### config.mk
export PLATFORM = sky130hd
export DESIGN_NAME = timed_output_port
export DESIGN_NICKNAME = d
export VERILOG_FILES = /design/src/rtl/rtio_pkg.sv /design/src/rtl/timed_event_fifo.sv /design/src/rtl/timed_output_port.sv
export SDC_FILE = /design/constraint.sdc
export NUM_CORES = 1
export LEC_CHECK = 0
export BUFFER_PORTS_ARGS = -buffer_cell sky130_fd_sc_hd__buf_2
export CAP_MARGIN = 20
export CORE_MARGIN = 4
export CORE_UTILIZATION = 45
export CTS_BUF_LIST = sky130_fd_sc_hd__clkbuf_2
export DETAILED_ROUTE_END_ITERATION = 8
export HOLD_SLACK_MARGIN = 0.03
export PLACE_DENSITY_LB_ADDON = 0.25
export SLEW_MARGIN = 25
export SYNTH_ARGS = -nofsm -noshare
export SYNTH_HDL_FRONTEND = slang
export SYNTH_SLANG_ARGS = --single-unit
### constraint.sdc
create_clock -name clk -period 7.95 [get_ports clk]
set_clock_uncertainty 0.1 [all_clocks]
set_input_delay 1.59 -clock clk [delete_from_list [all_inputs] [get_ports clk]]
set_output_delay 1.59 -clock clk [all_outputs]
set_load 0.03 [all_outputs]
### src/rtl/rtio_pkg.sv
`default_nettype none
// ============================================================================
//  Module      : rtio_pkg
//  Description : Shared constants and helpers for the real-time I/O channel
//                ports (timestamp/channel widths, occupancy-count width).
//  Revision    : 1.0 - initial release
// ============================================================================
package rtio_pkg;

    localparam int DEFAULT_TIMESTAMP_WIDTH = 64;
    localparam int DEFAULT_CHANNEL_LENGTH  = 12;

    // Bits needed to hold an occupancy value in the range 0..depth inclusive.
    function automatic int count_width(input int depth);
        return $clog2(depth + 1);
    endfunction

endpackage
`default_nettype wire

### src/rtl/timed_event_fifo.sv
`default_nettype none
// ============================================================================
//  Module      : timed_event_fifo
//  Description : Synchronous FIFO holding {timestamp, data} events. The head
//                entry is presented combinationally from registered storage.
//                full/empty/count are registered and track the state after
//                the last edge. Flush empties the FIFO and beats push/pop.
//  Ports       : clk, reset      - clock, synchronous active-high reset
//                flush           - discard all entries
//                push, wr_data   - enqueue request (ignored when full)
//                pop             - dequeue request (ignored when empty)
//                rd_data         - head entry
//                full, empty     - registered status
//                count           - registered occupancy
//  Revision    : 1.0 - initial release
// ============================================================================
module timed_event_fifo
    import rtio_pkg::*;
#(
    parameter int WIDTH = 65,
    parameter int DEPTH = 16   // power of two, >= 2
)(
    input  logic                          clk,
    input  logic                          reset,
    input  logic                          flush,
    input  logic                          push,
    input  logic                          pop,
    input  logic [WIDTH-1:0]              wr_data,
    output logic [WIDTH-1:0]              rd_data,
    output logic                          full,
    output logic                          empty,
    output logic [count_width(DEPTH)-1:0] count
);

    localparam int PTR_W = $clog2(DEPTH);
    localparam int CNT_W = count_width(DEPTH);

    logic [WIDTH-1:0] r_mem [DEPTH];
    logic [PTR_W-1:0] r_wr_ptr;
    logic [PTR_W-1:0] r_rd_ptr;
    logic [CNT_W-1:0] w_count_next;
    logic             w_do_push;
    logic             w_do_pop;

    // full/empty come from the previous edge, so a push while full is
    // dropped even when the same cycle pops.
    assign w_do_push = push && !full  && !flush;
    assign w_do_pop  = pop  && !empty && !flush;

    always_comb begin
        w_count_next = count;
        if (flush) begin
            w_count_next = '0;
        end else if (w_do_push && !w_do_pop) begin
            w_count_next = count + CNT_W'(1);
        end else if (w_do_pop && !w_do_push) begin
            w_count_next = count - CNT_W'(1);
        end
    end

    always_ff @(posedge clk) begin
        if (reset) begin
            r_wr_ptr <= '0;
            r_rd_ptr <= '0;
            count    <= '0;
            full     <= 1'b0;
            empty    <= 1'b1;
        end else begin
            if (flush) begin
                r_wr_ptr <= '0;
                r_rd_ptr <= '0;
            end else begin
                // DEPTH is a power of two, so natural overflow wraps the pointers.
                if (w_do_push) r_wr_ptr <= r_wr_ptr + PTR_W'(1);
                if (w_do_pop)  r_rd_ptr <= r_rd_ptr + PTR_W'(1);
            end
            count <= w_count_next;
            full  <= (w_count_next == CNT_W'(DEPTH));
            empty <= (w_count_next == '0);
        end
    end

    // Storage needs no reset; occupancy tracking guards every read.
    always_ff @(posedge clk) begin
        if (w_do_push) r_mem[r_wr_ptr] <= wr_data;
    end

    assign rd_data = r_mem[r_rd_ptr];

endmodule
`default_nettype wire

### src/rtl/timed_output_port.sv
`default_nettype none
// ============================================================================
//  Module      : timed_output_port
//  Description : Timestamp-scheduled output port. Writes addressed to
//                DEST_VAL are queued as {timestamp, data}; the head entry is
//                applied to data_out once the global counter reaches its
//                timestamp. Sticky flags report dropped and late events.
//  Ports       : clk, reset                 - clock, sync active-high reset
//                wr_en, dest_in,
//                timestamp_in, data_in      - channel write bus
//                counter                    - global timestamp
//                flush                      - discard queued events
//                clear_error                - clear sticky error flags
//                data_out                   - registered output value
//                full, empty, fifo_count    - queue status
//                overflow_error, late_error - sticky error flags
//  Revision    : 1.0 - initial release
// ============================================================================
module timed_output_port
    import rtio_pkg::*;
#(
    parameter int NUM_DATA        = 1,
    parameter int DEST_VAL        = 0,
    parameter int CHANNEL_LENGTH  = DEFAULT_CHANNEL_LENGTH,
    parameter int TIMESTAMP_WIDTH = DEFAULT_TIMESTAMP_WIDTH,
    parameter int FIFO_DEPTH      = 16
)(
    input  logic                               clk,
    input  logic                               reset,
    input  logic                               wr_en,
    input  logic [CHANNEL_LENGTH-1:0]          dest_in,
    input  logic [TIMESTAMP_WIDTH-1:0]         timestamp_in,
    input  logic [NUM_DATA-1:0]                data_in,
    input  logic [TIMESTAMP_WIDTH-1:0]         counter,
    input  logic                               flush,
    input  logic                               clear_error,
    output logic [NUM_DATA-1:0]                data_out,
    output logic                               full,
    output logic                               empty,
    output logic [count_width(FIFO_DEPTH)-1:0] fifo_count,
    output logic                               overflow_error,
    output logic                               late_error
);

    localparam int ENTRY_W = TIMESTAMP_WIDTH + NUM_DATA;

    logic                       w_accept;
    logic                       w_overflow;
    logic                       w_issue;
    logic                       w_late;
    logic [ENTRY_W-1:0]         w_head;
    logic [TIMESTAMP_WIDTH-1:0] w_head_ts;
    logic [NUM_DATA-1:0]        w_head_data;

    assign w_accept = wr_en && (dest_in == CHANNEL_LENGTH'(DEST_VAL));

    timed_event_fifo #(
        .WIDTH (ENTRY_W),
        .DEPTH (FIFO_DEPTH)
    ) u_fifo (
        .clk     (clk),
        .reset   (reset),
        .flush   (flush),
        .push    (w_accept),
        .pop     (w_issue),
        .wr_data ({timestamp_in, data_in}),
        .rd_data (w_head),
        .full    (full),
        .empty   (empty),
        .count   (fifo_count)
    );

    assign w_head_ts   = w_head[ENTRY_W-1:NUM_DATA];
    assign w_head_data = w_head[NUM_DATA-1:0];

    // A write discarded by flush is not an overflow.
    assign w_overflow = w_accept && full && !flush;

    // Plain unsigned compare: the counter is wide enough never to wrap.
    assign w_issue = !empty && (w_head_ts <= counter) && !flush;
    assign w_late  = w_issue && (w_head_ts < counter);

    always_ff @(posedge clk) begin
        if (reset) begin
            data_out       <= '0;
            overflow_error <= 1'b0;
            late_error     <= 1'b0;
        end else begin
            if (w_issue) data_out <= w_head_data;

            // A new error in the clearing cycle must not be lost.
            if (w_overflow)       overflow_error <= 1'b1;
            else if (clear_error) overflow_error <= 1'b0;

            if (w_late)           late_error <= 1'b1;
            else if (clear_error) late_error <= 1'b0;
        end
    end

endmodule
`default_nettype wire

# Yosys cells after proc, flatten, opt, wreduce, memory -nomap -nowiden

Memory sizes are Yosys's and may differ from the RTL's. A register that Yosys moved wholly into a read port is not among the register bits.
Index checks and enable logic that the tools add are counted.

Memory bits (writable): 1040
Memories kept: 1
Register bits after elaboration: 18

Equality and inequality tests: 1
Muxes and demuxes: 10
Add/sub/neg operators: 4
Reduce and logical (&&, ||, !) cells: 22
Magnitude comparators: 2

Memories:

| name         | depth | width | read ports | clocked after Yosys merged registers in | write ports | line                   | text |
|---|---|---|---|---|---|---|---|
| u_fifo.r_mem | 16    | 65    | 1          | 1                                       | 1           | timed_event_fifo.sv:38 | `logic [WIDTH-1:0] r_mem [DEPTH];` |

Operator list:

| cell                                              | number |
|---|---|
| less-or-equal comparator 64 bit                   | 1 |
| < comparator 64 bit                               | 1 |
| 2-to-1 mux 5 bit                                  | 3 |
| logical AND 1 bit                                 | 12 |
| logical NOT 12 bit                                | 1 |
| adder 4 x 1 -> 4 bit (second input constant)      | 2 |
| 2-to-1 mux 4 bit                                  | 2 |
| adder 5 x 1 -> 5 bit (second input constant)      | 1 |
| == test 5 bit (second input constant)             | 1 |
| logical NOT 1 bit                                 | 5 |
| logical NOT 5 bit                                 | 1 |
| 2-to-1 mux 1 bit                                  | 5 |
| subtractor 5 x 1 -> 5 bit (second input constant) | 1 |
| nonzero test 2 bit                                | 2 |
| OR reduction 2 bit                                | 1 |

# Depth between registers and ports, before layout

Depth after elaboration: 10
Depth in mapped cells: 16
Gate-level depth less buffers: 13

# By module

Synthesis repeated with hierarchy kept, for this count alone.

Cell total of the unflattened synthesis: 1808
Area, all modules: 41815.1 µm²

By module, submodules not included:

| module            | area an instance (µm²) | cells an instance | sequential area each (µm²) | instances |
|---|---|---|---|---|
| timed_event_fifo  | 40035.9                | 1560              | 31610.3                    | 1 |
| timed_output_port | 1779.2                 | 248               | 60.1                       | 1 |

# Worst setup path after synthesis

Ideal clock, no wire load.

Path type: input to register
Start point: input dest_in[7]
End point: memory u_fifo.r_mem[11][0], enable pin
Setup slack: 0.087 ns
Stages: 7
Arrival time: 7.195 ns
Buffers on the path: 1
Setup time: 0.568 ns
Data required time: 7.282 ns
Cells stage by stage: nor4b_1 nand4_1 or2_2 clkbuf_1 nor2_1 nand2_1 nor3_1

Cells in the longest elaborated chain, start to end: 6

RTL lines:

| what                                   | line                    | text |
|---|---|---|
| from (decl)                            | timed_output_port.sv:31 | `input logic [CHANNEL_LENGTH-1:0] dest_in,` |
| logical NOT 12 bit                     | timed_output_port.sv:55 | `assign w_accept = wr_en && (dest_in == CHANNEL_LENGTH'(DEST_VAL));` |
| logical AND 1 bit                      | timed_output_port.sv:55 |  |
| logical AND 1 bit (2 in series)        | timed_event_fifo.sv:47  | `assign w_do_push = push && !full && !flush;` |
| 2-to-1 mux 1 bit                       | timed_event_fifo.sv:85  | `if (w_do_push) r_mem[r_wr_ptr] <= wr_data;` |
| 2-to-1 mux 1 bit (implied by the code) | timed_event_fifo.sv:85  |  |
| to (decl)                              | timed_event_fifo.sv:38  |  |

No other way between the ends.

==> impl_metrics.ini <==
[detailed_routing]
post_drt_via_cell_ratio = 5.615
num_vias = 20410
firstDrtPassIters = 5
drt-total-wl_microns = 97680
drtAntennaViolNets = 0
wl_per_cell_microns = 26.87
drcViolationCount = 0
dr.first_iter.drc_count = 1724

[yosys]
avgSynthCellArea_sq_um = 22.89
synth_fp_nets = 2037
synth_area_sq_mm = 0.04167
synth-seq-area-share = 0.7601
ys_warn_count = 0
synth_cell_types = 51
synth_cells = 1820
synth_seq_cells = 1062

[sta]
slew_headroom = 0.3042
finalHoldViolations = 0
worst_hold_slack_ps = 321.5
tightest_slew_ps = 1034
finalCriticalPeriod_ps = 6264
rsz0062_at_grt = false
setup_tns_ps = 0
slew_violations = 0
fmax_mhz = 159.6
setup-violations-final = 0
post-route-period-util = 0.7880

[critical_path]
r2r_cells = 13
r2r_end = u_fifo.full
critPathKind = reg2reg
worstSetupStartpointType = flip-flop
crit_path_end = u_fifo.full
cp.arrival_ps = 7470
end_kind = flip-flop
path_max_fanout = 48
reg2reg_setup_slack_ps = 1690
worst-endpoint-required_ps = 9150

[grt]
grt_util_all_layers = 0.2026
overflow = 0
grt_pass1_wl_microns = 143300
gr-usage-met1 = 0.2713
top_usage_layer = met2
grt_start_max_net_pins = 65
use_met2 = 0.3293
grt_pass1_vias = 21870
antenna_found_initial = 17
met3_usage = 0.05470

[clock_tree]
cts.path.max_buffers = 4
clk_pin_slew_ps = 100
cts.sinks = 1062
tritoncts = done
htree_levels = 5
cts_buffers = 280
cts_setup_buffers = 0
clkLatencyLatePin_ps = 1390
cts-root-buf = clkbuf_2
cts_resized = 0
ctsHoldBuffers = 0

[cells_and_area]
layout_commonest_cell = edfxtp_1
layout-drive-gt1-share = 0.4024
area_growth_pct = 11.82
layout_common_cells = edfxtp_1, clkbuf_2, mux4_2
fin_area_sq_mm = 0.04659
seqCellArea_sq_mm = 0.03169
multi_input_area_sq_mm = 0.009505
final_nets = 2446
fillers = 7428
fin_util = 0.5076

[floorplanning]
die_x_microns = 312.3
ioPinCount = 156
core_area_sq_mm = 0.09180
die_h_microns = 312.3
die_area_sq_mm = 0.09753
placementRows = 111
start_util = 0.4539

[pwr]
irDropWorstVdd_v = 0.0001316
p_leak_nw = 15.13
finalPower_w = 0.009696
powerDensity_mw_per_mm2 = 208.1
pwr-share-clk = 0.352
combPwrFrac = 0.016
swShare = 0.2218
seq_power_share = 0.632
internal_power_w = 0.007545
switching_power_w = 0.002151

[placement]
port_buffers = 155
hpwlAfterDp_microns = 52500
dpl-instance-area_sq_mm = 0.04434
place_congestion = 0.7832

[job]
drv_cap = 0

[min_path]
hp-class = in2reg
hold_start = reset

[run_status]
status = finished clean
## logic make-up (layout without fill, tap and decap cells)
group           count (synthesis)  in the layout  share of synthesized area
compound gates                 61             61                   0.008648
flops                        1062           1062                     0.7601
buf+inv                       154            717                    0.01426
simple gates                  132            132                    0.01670
xor+xnor                        9              9                   0.001892
other cells                     0              9                          0
mux                           329            329                     0.1766
fa+ha+maj                      73             73                    0.02183
## worst min path at each step
stage,to,slack (ps),depth (start not counted)
after detailed placement,overflow_error,390,2
after floorplan,flip-flop,360,2
after global routing,data_out,120,2
final,data_out,320,2
after CTS,data_out,120,2
after global placement,flip-flop,350,2
## flip-flops by register name (all words and copies together), names as in the netlist, named ones only
name / cells
u_fifo.empty: 1
overflow_error: 1
u_fifo.r_mem: 1040
u_fifo.r_rd_ptr: 4
u_fifo.count: 5
u_fifo.full: 1
u_fifo.r_wr_ptr: 4
late_error: 1
data_out: 1
## power by group through the flow
stage,Combinational (W),Clock (W),Sequential (W)
after CTS,0.000156,0.00354,0.00613
after detailed placement,0.000156,0,0.00626
after global placement,0.000146,0,0.00626
final,0.000155,0.00341,0.00613
after global routing,0.000174,0.00389,0.00613
after floorplan,0.0000338,0,0.00626
## stage by stage
step / setup WS (ps) / cells
2_1_floorplan: 86.72 / 1820
3_3_place_gp: 1829 / 3184
3_5_place_dp: 1804 / 3189
4_1_cts: 1741 / 3625
5_1_grt: 1466 / 3631
6_report: 1686 / 3635
## per-layer routing
layer | routed length, microns | up-vias
met1 | 40020 | 10810
met3 | 6897 | 140
met2 | 48860 | 753
met4 | 1814 | 12
met5 | 83 | -
li1 | - | 8690
## Yosys cell counts (all sizes together)
| cell | count | area share |
|---|---|---|
| nand4 | 19 | 0.0029 |
| a211oi | 2 | 0.00048 |
| xor2 | 6 | 0.0013 |
| o21a | 1 | 0.00018 |
| and2 | 6 | 0.00090 |
| xnor2 | 3 | 0.00063 |
| edfxtp | 1040 | 0.75 |
| and4 | 2 | 0.00042 |
| nor4 | 7 | 0.0014 |
| or2 | 3 | 0.00045 |
| o21ai | 13 | 0.0016 |
| a2bb2oi | 1 | 0.00021 |
| nor4b | 3 | 0.00078 |
| a21boi | 1 | 0.00018 |
| o22ai | 1 | 0.00015 |
| ha | 71 | 0.021 |
| buf | 25 | 0.0026 |
| a21o | 2 | 0.00036 |
| maj3 | 2 | 0.00051 |
| inv | 76 | 0.0068 |
| clkbuf | 53 | 0.0048 |
| nand3 | 13 | 0.0016 |
| nand2b | 4 | 0.00060 |
| o311a | 1 | 0.00024 |
| mux4 | 325 | 0.18 |
| or4 | 1 | 0.00018 |
| a21oi | 32 | 0.0039 |
| a221o | 1 | 0.00024 |
| nor2 | 32 | 0.0031 |
| nand3b | 1 | 0.00018 |
| nor3b | 1 | 0.00018 |
| a22oi | 1 | 0.00018 |
| nor3 | 13 | 0.0016 |
| a31oi | 1 | 0.00015 |
| o31ai | 1 | 0.00018 |
| nor2b | 1 | 0.00015 |
| nand2 | 25 | 0.0023 |
| mux2i | 4 | 0.00096 |
| or3 | 1 | 0.00015 |
| o21bai | 1 | 0.00018 |
| a221oi | 2 | 0.00042 |
| dfxtp | 22 | 0.011 |
## final cells by class
class,instances,area share
Antenna cell,9,0.0004834
Clock buffer,383,0.04114
Clock inverter,53,0.006176
Inverter,76,0.006122
Multi-Input combinational cell,604,0.2040
Sequential cell,1062,0.6800
Tap cell,1243,0.03338
Timing Repair Buffer,205,0.02868
## critical path, cell delays in order (launching register included)
cell	delay, ps
dfxtp_4	850
buf_4	780
mux4_2	420
mux4_2	480
ha_1	320
nand4_1	240
nor4_1	940
o21ai_0	370
a31oi_1	390
nor4_4	110
nor2_4	340
mux2i_1	290
xor2_1	250
nor4b_2	220
(Power assumes the default switching activity.)
